===== config.mk =====
export PLATFORM = sky130hd
export DESIGN_NAME = pipelined_shifter
export DESIGN_NICKNAME = d
export VERILOG_FILES = /design/src/rtl/shifter_pkg.sv /design/src/rtl/shift_level.sv /design/src/rtl/pipelined_shifter.sv
export SDC_FILE = /design/constraint.sdc
export NUM_CORES = 1
export LEC_CHECK = 0
export BUFFER_PORTS_ARGS = -buffer_cell sky130_fd_sc_hd__buf_2
export CELL_PAD_IN_SITES_DETAIL_PLACEMENT = 0
export CELL_PAD_IN_SITES_GLOBAL_PLACEMENT = 2
export CORE_MARGIN = 10
export CORE_UTILIZATION = 37
export DETAILED_ROUTE_END_ITERATION = 10
export GPL_ROUTABILITY_DRIVEN = 0
export PLACE_DENSITY_LB_ADDON = 0.15
export SLEW_MARGIN = 40
export SYNTH_ARGS = -nofsm -noshare
export SYNTH_HDL_FRONTEND = slang
export SYNTH_HIERARCHICAL = 1
export SYNTH_SLANG_ARGS = --single-unit

===== constraint.sdc =====
create_clock -name clk -period 2.6 [get_ports clk]
set_clock_uncertainty 0.15 [all_clocks]
set_input_delay 0.39 -clock clk [delete_from_list [all_inputs] [get_ports clk]]
set_output_delay 0.39 -clock clk [all_outputs]
set_load 0.1 [all_outputs]

===== src/rtl/shifter_pkg.sv =====
// Shared types and helpers for the pipelined barrel shifter.
package shifter_pkg;

  typedef enum logic [1:0] {OP_SLL, OP_SRL, OP_SRA, OP_ROR} shift_op_t;

  // Widest operand the bit-reverse helper can handle.
  localparam int unsigned MAX_W = 256;

  function automatic int unsigned shamt_width(input int unsigned w);
    return $clog2(w);
  endfunction

  // Reverses the low w bits of x; bits at and above w come back as zero.
  function automatic logic [MAX_W-1:0] bitrev(input logic [MAX_W-1:0] x, input int unsigned w);
    logic [MAX_W-1:0] r;
    r = '0;
    for (int unsigned i = 0; i < w; i++) r[i] = x[w-1-i];
    return r;
  endfunction

endpackage


===== src/rtl/shift_level.sv =====
// One right-shift mux level: shift by DIST when en, fill from the fill bit or wrap around.
module shift_level #(
  parameter int unsigned WIDTH = 32,
  parameter int unsigned DIST  = 1
) (
  input  logic [WIDTH-1:0] d,
  input  logic             en,
  input  logic             fill,
  input  logic             rotate,
  output logic [WIDTH-1:0] q
);
  logic [DIST-1:0] top_bits;

  assign top_bits = rotate ? d[DIST-1:0] : {DIST{fill}};
  assign q        = en ? {top_bits, d[WIDTH-1:DIST]} : d;

endmodule


===== src/rtl/pipelined_shifter.sv =====
// Pipelined SLL/SRL/SRA/ROR barrel shifter with a global-stall valid/ready pipeline.
module pipelined_shifter
  import shifter_pkg::*;
#(
  parameter int unsigned WIDTH   = 32,
  parameter int unsigned SHAMT_W = shamt_width(WIDTH),
  parameter int unsigned PIPE    = 2,
  parameter int unsigned TAG_W   = 5
) (
  input  logic               clk,
  input  logic               reset,
  input  logic               in_valid,
  output logic               in_ready,
  input  logic [WIDTH-1:0]   in_data,
  input  logic [SHAMT_W-1:0] in_shamt,
  input  logic [1:0]         in_op,
  input  logic [TAG_W-1:0]   in_tag,
  output logic               out_valid,
  input  logic               out_ready,
  output logic [WIDTH-1:0]   out_data,
  output logic [TAG_W-1:0]   out_tag,
  output logic               out_zero
);
  localparam int unsigned L = (SHAMT_W + PIPE - 1) / PIPE;

  logic                         adv;
  logic [PIPE-1:0]              vld_pipe_q;
  logic [PIPE-1:0][WIDTH-1:0]   data_q;
  logic [PIPE-1:0][SHAMT_W-1:0] shamt_q;
  logic [PIPE-1:0][1:0]         op_q;
  logic [PIPE-1:0]              fill_q;
  logic [PIPE-1:0][TAG_W-1:0]   tag_q;
  logic                         zero_q;

  logic [WIDTH-1:0]   src_data  [PIPE];
  logic [SHAMT_W-1:0] src_shamt [PIPE];
  logic [1:0]         src_op    [PIPE];
  logic               src_fill  [PIPE];
  logic [TAG_W-1:0]   src_tag   [PIPE];
  logic               src_vld   [PIPE];
  logic [WIDTH-1:0]   data_d    [PIPE];

  function automatic logic [WIDTH-1:0] rev_w(input logic [WIDTH-1:0] x);
    logic [MAX_W-1:0] t;
    t = bitrev(MAX_W'(x), WIDTH);
    return t[WIDTH-1:0];
  endfunction

  assign out_valid = vld_pipe_q[PIPE-1];
  assign adv       = !out_valid | out_ready;
  assign in_ready  = adv;
  assign out_data  = data_q[PIPE-1];
  assign out_tag   = tag_q[PIPE-1];
  assign out_zero  = zero_q;

  for (genvar j = 0; j < PIPE; j++) begin : g_src
    if (j == 0) begin : g_in
      // Left shifts run through the right-shift core on the reversed operand.
      assign src_data[0]  = (in_op == OP_SLL) ? rev_w(in_data) : in_data;
      assign src_shamt[0] = in_shamt;
      assign src_op[0]    = in_op;
      assign src_fill[0]  = (in_op == OP_SRA) & in_data[WIDTH-1];
      assign src_tag[0]   = in_tag;
      assign src_vld[0]   = in_valid;
    end else begin : g_reg
      assign src_data[j]  = data_q[j-1];
      assign src_shamt[j] = shamt_q[j-1];
      assign src_op[j]    = op_q[j-1];
      assign src_fill[j]  = fill_q[j-1];
      assign src_tag[j]   = tag_q[j-1];
      assign src_vld[j]   = vld_pipe_q[j-1];
    end
  end

  for (genvar k = 0; k < SHAMT_W; k++) begin : g_lvl
    localparam int unsigned S = k / L;
    logic [WIDTH-1:0] d_in;
    logic [WIDTH-1:0] q;
    if (k % L == 0) begin : g_first
      assign d_in = src_data[S];
    end else begin : g_chain
      assign d_in = g_lvl[k-1].q;
    end
    shift_level #(.WIDTH(WIDTH), .DIST(1 << k)) u_lvl (
      .d      (d_in),
      .en     (src_shamt[S][k]),
      .fill   (src_fill[S]),
      .rotate (src_op[S] == OP_ROR),
      .q      (q)
    );
  end

  for (genvar j = 0; j < PIPE; j++) begin : g_stg
    localparam int unsigned LO = j * L;
    localparam int unsigned HI = ((j + 1) * L < SHAMT_W) ? (j + 1) * L : SHAMT_W;
    logic [WIDTH-1:0] res;
    if (HI > LO) begin : g_has
      assign res = g_lvl[HI-1].q;
    end else begin : g_pass
      assign res = src_data[j];
    end
    if (j == PIPE - 1) begin : g_last
      assign data_d[j] = (src_op[j] == OP_SLL) ? rev_w(res) : res;
    end else begin : g_mid
      assign data_d[j] = res;
    end
  end

  always_ff @(posedge clk) begin
    if (!reset) begin
      vld_pipe_q <= '0;
      data_q     <= '0;
      shamt_q    <= '0;
      op_q       <= '0;
      fill_q     <= '0;
      tag_q      <= '0;
      zero_q     <= 1'b0;
    end else if (adv) begin
      for (int j = 0; j < PIPE; j++) begin
        vld_pipe_q[j] <= src_vld[j];
        data_q[j]     <= data_d[j];
        shamt_q[j]    <= src_shamt[j];
        op_q[j]       <= src_op[j];
        fill_q[j]     <= src_fill[j];
        tag_q[j]      <= src_tag[j];
      end
      zero_q <= (data_d[PIPE-1] == '0);
    end
  end

  // Every stage carries the full control word; bits no later stage consumes end here.
  logic unused_stage_bits;
  assign unused_stage_bits = ^{shamt_q, op_q, fill_q};

endmodule

==> results of run 1 <==
## sequential cells by signal, summed over array words and instances (netlist names)
register	count
fill_q	1
g_lvl.d_in	32
op_q	2
out_data	32
out_tag	5
out_zero	1
shamt_q	2
src_tag	5
vld_pipe_q	2
## power by group
part,switching [mW],leakage [nW],internal [mW]
registers,0.0948,0.679,1.38
clock network,0.490,0.147,0.796
logic,1.02,2.19,0.623
## worst min path at each step
stage,from,to,cells after the start
floorplan,src_tag[0]$_SDFFE_PN0P_,src_tag[0]$_SDFFE_PN0P_,2
global placement,out_tag[3]$_SDFFE_PN0P_,out_tag[3]$_SDFFE_PN0P_,2
detailed placement,src_tag[4]$_SDFFE_PN0P_,src_tag[4]$_SDFFE_PN0P_,2
CTS,in_shamt[4],shamt_q[4]$_SDFFE_PN0P_,3
global route,in_shamt[3],shamt_q[3]$_SDFFE_PN0P_,3
finish,in_shamt[4],shamt_q[4]$_SDFFE_PN0P_,3
## area by class of cell
| type | count | area, um2 |
|---|---|---|
| well taps | 225 | 282 |
| multi-input cells | 550 | 4350 |
| flip-flops and latches | 82 | 1640 |
| fillers | 1764 | 10100 |
| clock buffers | 14 | 264 |
| clock inverters | 2 | 35.0 |
| inverters | 2 | 10.0 |
| repair buffers | 107 | 661 |
## cell families (layout without fill, tap and decap cells)
| kind of cell | count (synthesis) | after routing | share of synthesized area (%) |
|---|---|---|---|
| flops | 82 | 82 | 25.0 |
| compound gates | 144 | 144 | 18.4 |
| mux | 168 | 168 | 33.0 |
| simple gates | 238 | 238 | 14.8 |
| buf+inv | 68 | 125 | 8.96 |
## through the flow
step / utilization, % / hold WS [ns] / power [mW] / cell area, um2 / worst slack [ns]
detailed placement: 40.0 / 0.295 / 3.15 / 6940 / 0.0486
global placement: 40.0 / 0.287 / 3.15 / 6940 / 0.0571
global route: 41.7 / 0.142 / 4.63 / 7240 / 0.0943
finish: 41.7 / 0.142 / 4.40 / 7240 / 0.276
CTS: 41.7 / 0.129 / 4.46 / 7240 / 0.253
floorplan: - / 0.282 / 2.85 / 6580 / 0.221
## placed cells by master (no fill, tap or decap), types with 9 or more instances in the layout
cell type  instances
mux2_4            76
buf_2             87
a21oi_1           55
a311oi_1          12
buf_4             14
o21ai_0           32
nor2_1            66
dfxtp_1           81
mux2_2            82
a31oi_4           11
nand2_1          152
clkbuf_16          9
a311oi_2          20
## routing by layer
metal / routed length [um] / vias up
met4: 251 / 0
met1: 8030 / 2290
met3: 678 / 10
met5: 0 / -
li1: - / 2581
met2: 7760 / 105
## worst reg2reg max path: stages, from the launching register on
cell	delay, ns
dfxtp_1	0.35
buf_12	0.24
mux2_2	0.39
mux2_2	0.32
nor4_1	0.30
buf_4	0.17
nand4_1	0.09
o31ai_1	0.23
==> impl_metrics.env, run 1 <==
export IMPL_fmax_ghz=0.430
export IMPL_dp_cells=966
export IMPL_ir_drop_v=0.000285
export IMPL_reg2reg_depth=7
export IMPL_path_delay_family="multiplexers"
export IMPL_syn_area_per_cell_um2=9.40
export IMPL_die_h_um=153
export IMPL_cpPeakStageDelay_ns=0.38
export IMPL_fp_dieW_um=153
export IMPL_vias=4986
export IMPL_cpMostUsedCell="mux2_2"
export IMPL_ys_seq_area_share_pct=25.0
export IMPL_clk_pin_slew_worst_paths_ns=0.06
export IMPL_fp_row_count=48
export IMPL_r2r_start="shamt_q[3]$_SDFFE_PN0P_"
export IMPL_critPathCaptureType="flip-flop"
export IMPL_status="finished, final reports clean"
export IMPL_p_leak_nw=3.02
export IMPL_grt_max_degree=82
export IMPL_cts_resized=0
export IMPL_ant_nets=0
export IMPL_viasPerCell=5.08
export IMPL_crit_arrival_ns=2.43
export IMPL_cp_buffers_inverters=2
export IMPL_hold_class="in2reg"
export IMPL_routed_wirelength_um=16700
export IMPL_period_share_pct=89.4
export IMPL_grt_pass1_wl_um=27000
export IMPL_antenna_found_initial=0
export IMPL_setup_viol=0
export IMPL_critical_path_startpoint="shamt_q[3]$_SDFFE_PN0P_"
export IMPL_grt_use_met2_pct=22.3
export IMPL_place_hpwl_um=12800
export IMPL_crit_chain="buf_12 > mux2_2 > mux2_2 > nor4_1 > buf_4 > nand4_1 > o31ai_1"
export IMPL_grt_overflow_total=0
export IMPL_cap_violations=0
export IMPL_syn_cell_area_um2=6580
export IMPL_worstPathMaxFanout=41
export IMPL_area_growth_pct=10.1
export IMPL_path_class="reg2reg"
export IMPL_synth_ff_type="dfxtp_1"
export IMPL_synth_warnings=6
export IMPL_synth_fp_nets=748
export IMPL_grt_pass1_vias=4923
export IMPL_yosysTopAreaCellShare_pct=25.0
export IMPL_max_slew_margin_pct=53.0
export IMPL_cts_post_setup_buffers_inserted=0
export IMPL_synthArstFlopShare_pct=0
export IMPL_cts_buffers=9
export IMPL_synth_most_common_cell="nand2_1"
export IMPL_grt_use_met3_pct=2.78
export IMPL_cpMaxStageDelayCell="mux2_2"
export IMPL_clk_path_buf_depth=2
export IMPL_synth_edf_count=0
export IMPL_portBuffers=87
export IMPL_critPathRequiredTime_ns=2.70
export IMPL_final_layout_size_suffix_gt1_share_pct=42.8
export IMPL_htree_levels=3
export IMPL_drv_slew=0
export IMPL_tightest_slew_ns=0.704
export IMPL_core_um2=17400
export IMPL_ios=88
export IMPL_instances_no_fill=982
export IMPL_power_density_nw_per_um2=608
export IMPL_dr_first_iter_drc_count=216
export IMPL_final_nets=800
export IMPL_r2r_setup_slack_ns=0.28
export IMPL_critPathLaunchType="flip-flop"
export IMPL_rsz0062_at_grt="false"
export IMPL_initial_core_util_pct=37.9
export IMPL_r2r_end="out_zero$_SDFFE_PN0P_"
export IMPL_drt_pass1_iter_count=4
export IMPL_post_route_drc_count=0
export IMPL_diodes=0
export IMPL_synthTopCellsByCount="nand2_1 (152), dfxtp_1 (82), mux2_2 (82)"
export IMPL_postCtsHoldBufs=0
export IMPL_cts_root_buffer="clkbuf_16"
export IMPL_die_area_um2=23500
export IMPL_cts_sinks=82
export IMPL_yosys_register_bits=82
export IMPL_grt_busiest_layer="met2"
export IMPL_post_drt_wl_per_cell_um=17.0
export IMPL_synth_cell_types=34
export IMPL_netlist_instances=700
export IMPL_endpoint="out_zero$_SDFFE_PN0P_"
export IMPL_synth_area_leaders="dfxtp_1 (25%), mux2_4 (17%), mux2_2 (14%)"
export IMPL_final_setup_tns_ns=0
export IMPL_post_route_min_period_ns=2.32
export IMPL_insertion_delay_ns=0.34
export IMPL_worst_path_stages=7
export IMPL_grt_usage_pct=13.8
export IMPL_use_met1_pct=18.0
export IMPL_synth_area_leader_cell="dfxtp_1"
export IMPL_cts_tree="yes"
export IMPL_hold_viol_final=0
Note: power is estimated with default switching activity, not from simulation.
==> inputs of run 2 (changes only) <==
==> constraint.sdc (replaced) <==
create_clock -name clk -period 2.21 [get_ports clk]
set_clock_uncertainty 0.15 [all_clocks]
set_input_delay 0.3315 -clock clk [delete_from_list [all_inputs] [get_ports clk]]
set_output_delay 0.3315 -clock clk [all_outputs]
set_load 0.1 [all_outputs]
==> run 2 against run 1 <==
  * Non-clock buffer count increased by 37
  * Global-route usage grew 0.48 points
  * Sequential cell count is the same
  * Die area stayed put
  * Largest cell class unchanged
  * Register-to-register slack worse by 0.25 ns
  * Count of clock-buffer cells in the layout is 2 lower
  * Wire length grew 4.7%
  * Sequential power is 18% higher
==> impl_metrics.env, run 2 (synthesis gave the netlist of run 1 again) <==
export IMPL_viasPerCell=5.10
export IMPL_antenna_found_initial=0
export IMPL_setup_viol=0
export IMPL_die_h_um=153
export IMPL_ios=88
export IMPL_grt_pass1_vias=5138
export IMPL_cts_sinks=82
export IMPL_place_hpwl_um=13100
export IMPL_worstPathMaxFanout=16
export IMPL_rsz0062_at_grt="true"
export IMPL_design_area_um2=7860
export IMPL_swShare_pct=36.7
export IMPL_diodes=0
export IMPL_fin_ws_ns=0.0181
export IMPL_portBuffers=87
export IMPL_hold_class="in2reg"
export IMPL_critPathLaunchType="primary input"
export IMPL_power_share_sequential_pct=32.3
export IMPL_fmax_ghz=0.456
export IMPL_ant_nets=0
export IMPL_power_density_nw_per_um2=683
export IMPL_crit_arrival_ns=2.25
export IMPL_grt_usage_pct=14.3
export IMPL_critPathCaptureType="flip-flop"
export IMPL_tightest_slew_ns=0.596
export IMPL_final_nets=837
export IMPL_path_class="in2reg"
export IMPL_grt_overflow_total=0
export IMPL_pre_cts_slack_ns=-0.276
export IMPL_cts_root_buffer="clkbuf_16"
export IMPL_post_route_drc_count=0
export IMPL_r2r_setup_slack_ns=0.03
export IMPL_post_route_min_period_ns=2.19
export IMPL_cts_buffers=9
export IMPL_htree_levels=3
export IMPL_layout_commonest_cell="nand2_1"
export IMPL_fp_dieW_um=153
export IMPL_grt_max_degree=58
export IMPL_die_area_um2=23500
export IMPL_fp_row_count=48
export IMPL_p_int_mw=3.40
export IMPL_routed_wirelength_um=17500
export IMPL_clock_power_share_pct=27.7
export IMPL_cap_violations=0
export IMPL_dr_first_iter_drc_count=251
export IMPL_finish_utilization_pct=45.3
export IMPL_area_growth_pct=19.5
export IMPL_hold_slack_ns=0.0724
export IMPL_period_share_pct=99.2
export IMPL_cts_tree="yes"
export IMPL_core_um2=17400
export IMPL_clk_pin_slew_worst_paths_ns=0.06
export IMPL_p_sw_mw=1.97
export IMPL_final_layout_size_suffix_gt1_share_pct=48.4
export IMPL_ir_drop_v=0.000421
export IMPL_p_leak_nw=3.34
export IMPL_clk_path_buf_depth=2
export IMPL_grt_pass1_wl_um=28100
export IMPL_vias=5196
export IMPL_max_slew_margin_pct=60.2
export IMPL_status="finished, final reports clean"
export IMPL_hold_viol_final=0
export IMPL_placed_area_um2=7180
export IMPL_critPathRequiredTime_ns=2.27
export IMPL_final_setup_tns_ns=0
export IMPL_drt_pass1_iter_count=4
export IMPL_insertion_delay_ns=0.35
export IMPL_post_drt_wl_per_cell_um=17.2
export IMPL_drv_slew=0
export IMPL_final_cell_mix="nand2_1 (150), mux2_4 (100), buf_2 (87)"
export IMPL_initial_core_util_pct=37.9
export IMPL_share_comb_of_total_power_pct=39.9
## run 2: cell types whose count changed in the layout (fill, tap and decap cells not counted), sizes merged
| cell | before | now |
|---|---|---|
| buf | 107 | 142 |
| clkinv | 1 | 2 |
## run 2: per-stage QoR
stage | cells | power, mW
after floorplan | 700 | 3.36
after detailed placement | 994 | 3.78
after global routing | 1018 | 5.62
final | 1018 | 5.37
after global placement | 994 | 3.77
after CTS | 1010 | 5.30
## run 2: repair_timing
action | CTS | global route
buffers inserted | 0 | 6
pin swaps | 3 | 13
hold buffers | 0 | 0
endpoints found under the setup margin | 1 | 5
gates cloned | 1 | 2
endpoints found under the hold margin | 0 | 0
gates resized for setup | 9 | 48
## run 2: worst paths after layout
check	from	endpoint	depth (start not counted)
max	in_op[0]	g_lvl[3].d_in[6]$_SDFFE_PN0P_	10
max reg2reg	shamt_q[3]$_SDFFE_PN0P_	out_zero$_SDFFE_PN0P_	7
min reg2reg	src_tag[1]$_SDFFE_PN0P_	src_tag[1]$_SDFFE_PN0P_	2
min	in_shamt[3]	shamt_q[3]$_SDFFE_PN0P_	3
## run 2: power groups by stage
stage               sequential [mW]  clock [mW]  combinational [mW]
detailed placement             1.76           0                2.01
CTS                            1.73        1.52                2.05
global route                   1.75        1.58                2.29
global placement               1.76           0                2.01
floorplan                      2.23           0                1.13
finish                         1.74        1.49                2.14
## run 2: critical path, stage by stage
cell	delay [ns]
buf_2	0.12
nor2_4	0.16
buf_12	0.12
clkbuf_16	0.16
mux2_2	0.35
mux2_4	0.27
mux2_4	0.29
mux2_4	0.29
nand2_1	0.08
a21oi_1	0.07
## run 2: cell type report
| class | instances | area [um2] |
|---|---|---|
| fillers | 1731 | 9500 |
| clock inverters | 3 | 40.0 |
| repair buffers | 144 | 1050 |
| inverters | 2 | 10.0 |
| flip-flops and latches | 82 | 1650 |
| well taps | 225 | 282 |
| multi-input cells | 550 | 4580 |
| clock buffers | 12 | 246 |
## run 2: per-layer routing
layer  up-vias  track usage (%)  wire (um)
met5         -                0          0
met4         0             4.81        255
met1      2431             18.5       8370
met3        13             2.30        623
li1       2661                -          -
met2        91             23.7       8250
==> inputs of run 3 (changes only) <==
--- a/config.mk
+++ b/config.mk
@@ -10,9 +10,11 @@
 export CELL_PAD_IN_SITES_GLOBAL_PLACEMENT = 2
 export CORE_MARGIN = 10
 export CORE_UTILIZATION = 37
+export CTS_CLUSTER_DIAMETER = 100
 export DETAILED_ROUTE_END_ITERATION = 10
 export GPL_ROUTABILITY_DRIVEN = 0
 export PLACE_DENSITY_LB_ADDON = 0.15
+export REMOVE_ABC_BUFFERS = 1
 export SLEW_MARGIN = 40
 export SYNTH_ARGS = -nofsm -noshare
 export SYNTH_HDL_FRONTEND = slang
==> run 3 against run 2 <==
  * Non-clock buffer count grew 8
  * Global-route usage is 0.11 points higher
  * Via count grew 0.83%
  * Sequential cell count is the same
  * Design area down 0.38%
  * Fmax increased by 0.32%
  * Die area stayed put
  * Final cell count rose by 0.98%
  * Clock power up 6%
  * Total power rose by 1.4%
  * Register-to-register slack hardly changed
  * Setup slack improved by 0.0069 ns
  * Critical path type is now reg2reg
  * Critical endpoint is now out_zero$_SDFFE_PN0P_
==> impl_metrics.env, run 3 (synthesis gave the netlist of run 1 again) <==
export IMPL_p_sw_mw=2.05
export IMPL_path_delay_family="simple AND/OR/NAND/NOR gates"
export IMPL_final_layout_size_suffix_gt1_share_pct=48.6
export IMPL_fp_row_count=48
export IMPL_antenna_found_initial=0
export IMPL_routed_wl_met2_um=8240
export IMPL_critPathCaptureType="flip-flop"
export IMPL_period_share_pct=98.9
export IMPL_grt_pass1_wl_um=28600
export IMPL_hold_class="in2reg"
export IMPL_max_slew_margin_pct=62.5
export IMPL_core_um2=17400
export IMPL_share_comb_of_total_power_pct=39.4
export IMPL_die_h_um=153
export IMPL_drv_slew=0
export IMPL_portBuffers=87
export IMPL_fp_dieW_um=153
export IMPL_dr_first_iter_drc_count=331
export IMPL_post_route_drc_count=0
export IMPL_area_growth_pct=19.0
export IMPL_initial_core_util_pct=37.9
export IMPL_setup_viol=0
export IMPL_grt_pass1_vias=5457
export IMPL_cts_buffers=9
export IMPL_p_int_mw=3.39
export IMPL_power_share_sequential_pct=31.6
export IMPL_grt_overflow_total=0
export IMPL_cts_sinks=82
export IMPL_swShare_pct=37.6
export IMPL_rsz0062_at_grt="true"
export IMPL_final_cell_mix="nand2_1 (152), buf_2 (87), mux2_4 (81)"
export IMPL_clock_power_share_pct=29.0
export IMPL_path_class="reg2reg"
export IMPL_crit_arrival_ns=2.31
export IMPL_final_setup_tns_ns=0
export IMPL_ios=88
export IMPL_nFillCells=1728
export IMPL_grt_max_degree=58
export IMPL_clk_path_buf_depth=2
export IMPL_postCtsHoldBufs=0
export IMPL_place_hpwl_um=13100
export IMPL_viasPerCell=5.10
export IMPL_htree_levels=3
export IMPL_routed_top_layer="met4"
export IMPL_drt_pass1_iter_count=4
export IMPL_layout_commonest_cell="nand2_1"
export IMPL_hold_viol_final=0
export IMPL_design_area_um2=7830
export IMPL_insertion_delay_ns=0.35
export IMPL_cap_violations=0
export IMPL_final_nets=846
export IMPL_post_route_min_period_ns=2.18
export IMPL_worstPathMaxFanout=16
export IMPL_routed_wirelength_um=17400
export IMPL_grt_usage_pct=14.4
export IMPL_tightest_slew_ns=0.562
export IMPL_cts_tree="yes"
export IMPL_diodes=0
export IMPL_vias=5239
export IMPL_critPathRequiredTime_ns=2.33
export IMPL_critPathLaunchType="flip-flop"
export IMPL_ant_nets=0
export IMPL_cpPeakStageDelay_ns=0.38
export IMPL_hold_slack_ns=0.0706
export IMPL_post_drt_wl_per_cell_um=16.9
export IMPL_p_leak_nw=3.31
export IMPL_fmax_ghz=0.458
export IMPL_wirelength_met1_um=8210
export IMPL_crit_chain="buf_12 > buf_16 > buf_6 > nor2_2 > a31oi_2 > mux2_4 > nor4_4 > nand3_1 > o31ai_1"
export IMPL_cp_buffers_inverters=3
export IMPL_power_density_nw_per_um2=695
export IMPL_status="finished, final reports clean"
export IMPL_cts_root_buffer="clkbuf_16"
export IMPL_die_area_um2=23500
export IMPL_dr_wl_met3_um=666
export IMPL_cpMaxStageDelayCell="dfxtp_4"
export IMPL_placed_area_um2=7280
export IMPL_ir_drop_v=0.000467
export IMPL_clk_pin_slew_worst_paths_ns=0.07
[run 3: tightest hold or removal path, stage by stage]
cell,delay (ns)
buf_2,0.10
nand2_1,0.05
a21oi_1,0.06
[run 3: final timing paths]
| path | from | endpoint | slack, ns | depth (start not counted) |
|---|---|---|---|---|
| min reg2reg | out_tag[1]$_SDFFE_PN0P_ | out_tag[1]$_SDFFE_PN0P_ | 0.30 | 2 |
| max reg2reg | shamt_q[3]$_SDFFE_PN0P_ | out_zero$_SDFFE_PN0P_ | 0.03 | 9 |
| min | in_shamt[3] | shamt_q[3]$_SDFFE_PN0P_ | 0.07 | 3 |
| max | shamt_q[3]$_SDFFE_PN0P_ | out_zero$_SDFFE_PN0P_ | 0.03 | 9 |
[run 3: metrics by stage]
step                power, mW  util (%)  cells  worst slack [ns]
global placement         3.80      41.9   1006            -0.285
detailed placement       3.82      41.9   1006            -0.281
CTS                      5.46      44.4   1022         -0.000745
floorplan                3.23         -    634            -0.803
global route             5.72      45.1   1028           -0.0823
finish                   5.44      45.1   1028            0.0250
[run 3: cell type report]
| class | count | area [um2] | share of cell area, % |
|---|---|---|---|
| clock inverters | 7 | 81.3 | 1.04 |
| multi-input cells | 551 | 4490 | 57.4 |
| inverters | 2 | 10.0 | 0.128 |
| well taps | 225 | 282 | 3.60 |
| clock buffers | 9 | 225 | 2.88 |
| flip-flops and latches | 82 | 1650 | 21.0 |
| repair buffers | 152 | 1090 | 14.0 |
[run 3: power by group through the flow]
| stage | Clock [mW] | Combinational (mW) | Sequential (mW) |
|---|---|---|---|
| after floorplan | 0 | 0.965 | 2.26 |
| after global placement | 0 | 2.05 | 1.75 |
| after detailed placement | 0 | 2.07 | 1.75 |
| after CTS | 1.62 | 2.13 | 1.72 |
| after global routing | 1.68 | 2.30 | 1.74 |
| final | 1.58 | 2.14 | 1.72 |
[run 3: per-layer routing]
layer,global-route usage [%],up-vias
met4,4.99,0
met5,0,-
met3,2.44,20
met2,24.2,84
li1,-,2688
met1,18.2,2447
[run 3: timing repair]
item                       4_1_cts  5_1_grt
resized for setup               16       14
setup buffers                    0        4
setup endpoints to repair        2       13
pin swaps                        3        6
gates cloned                     1        2
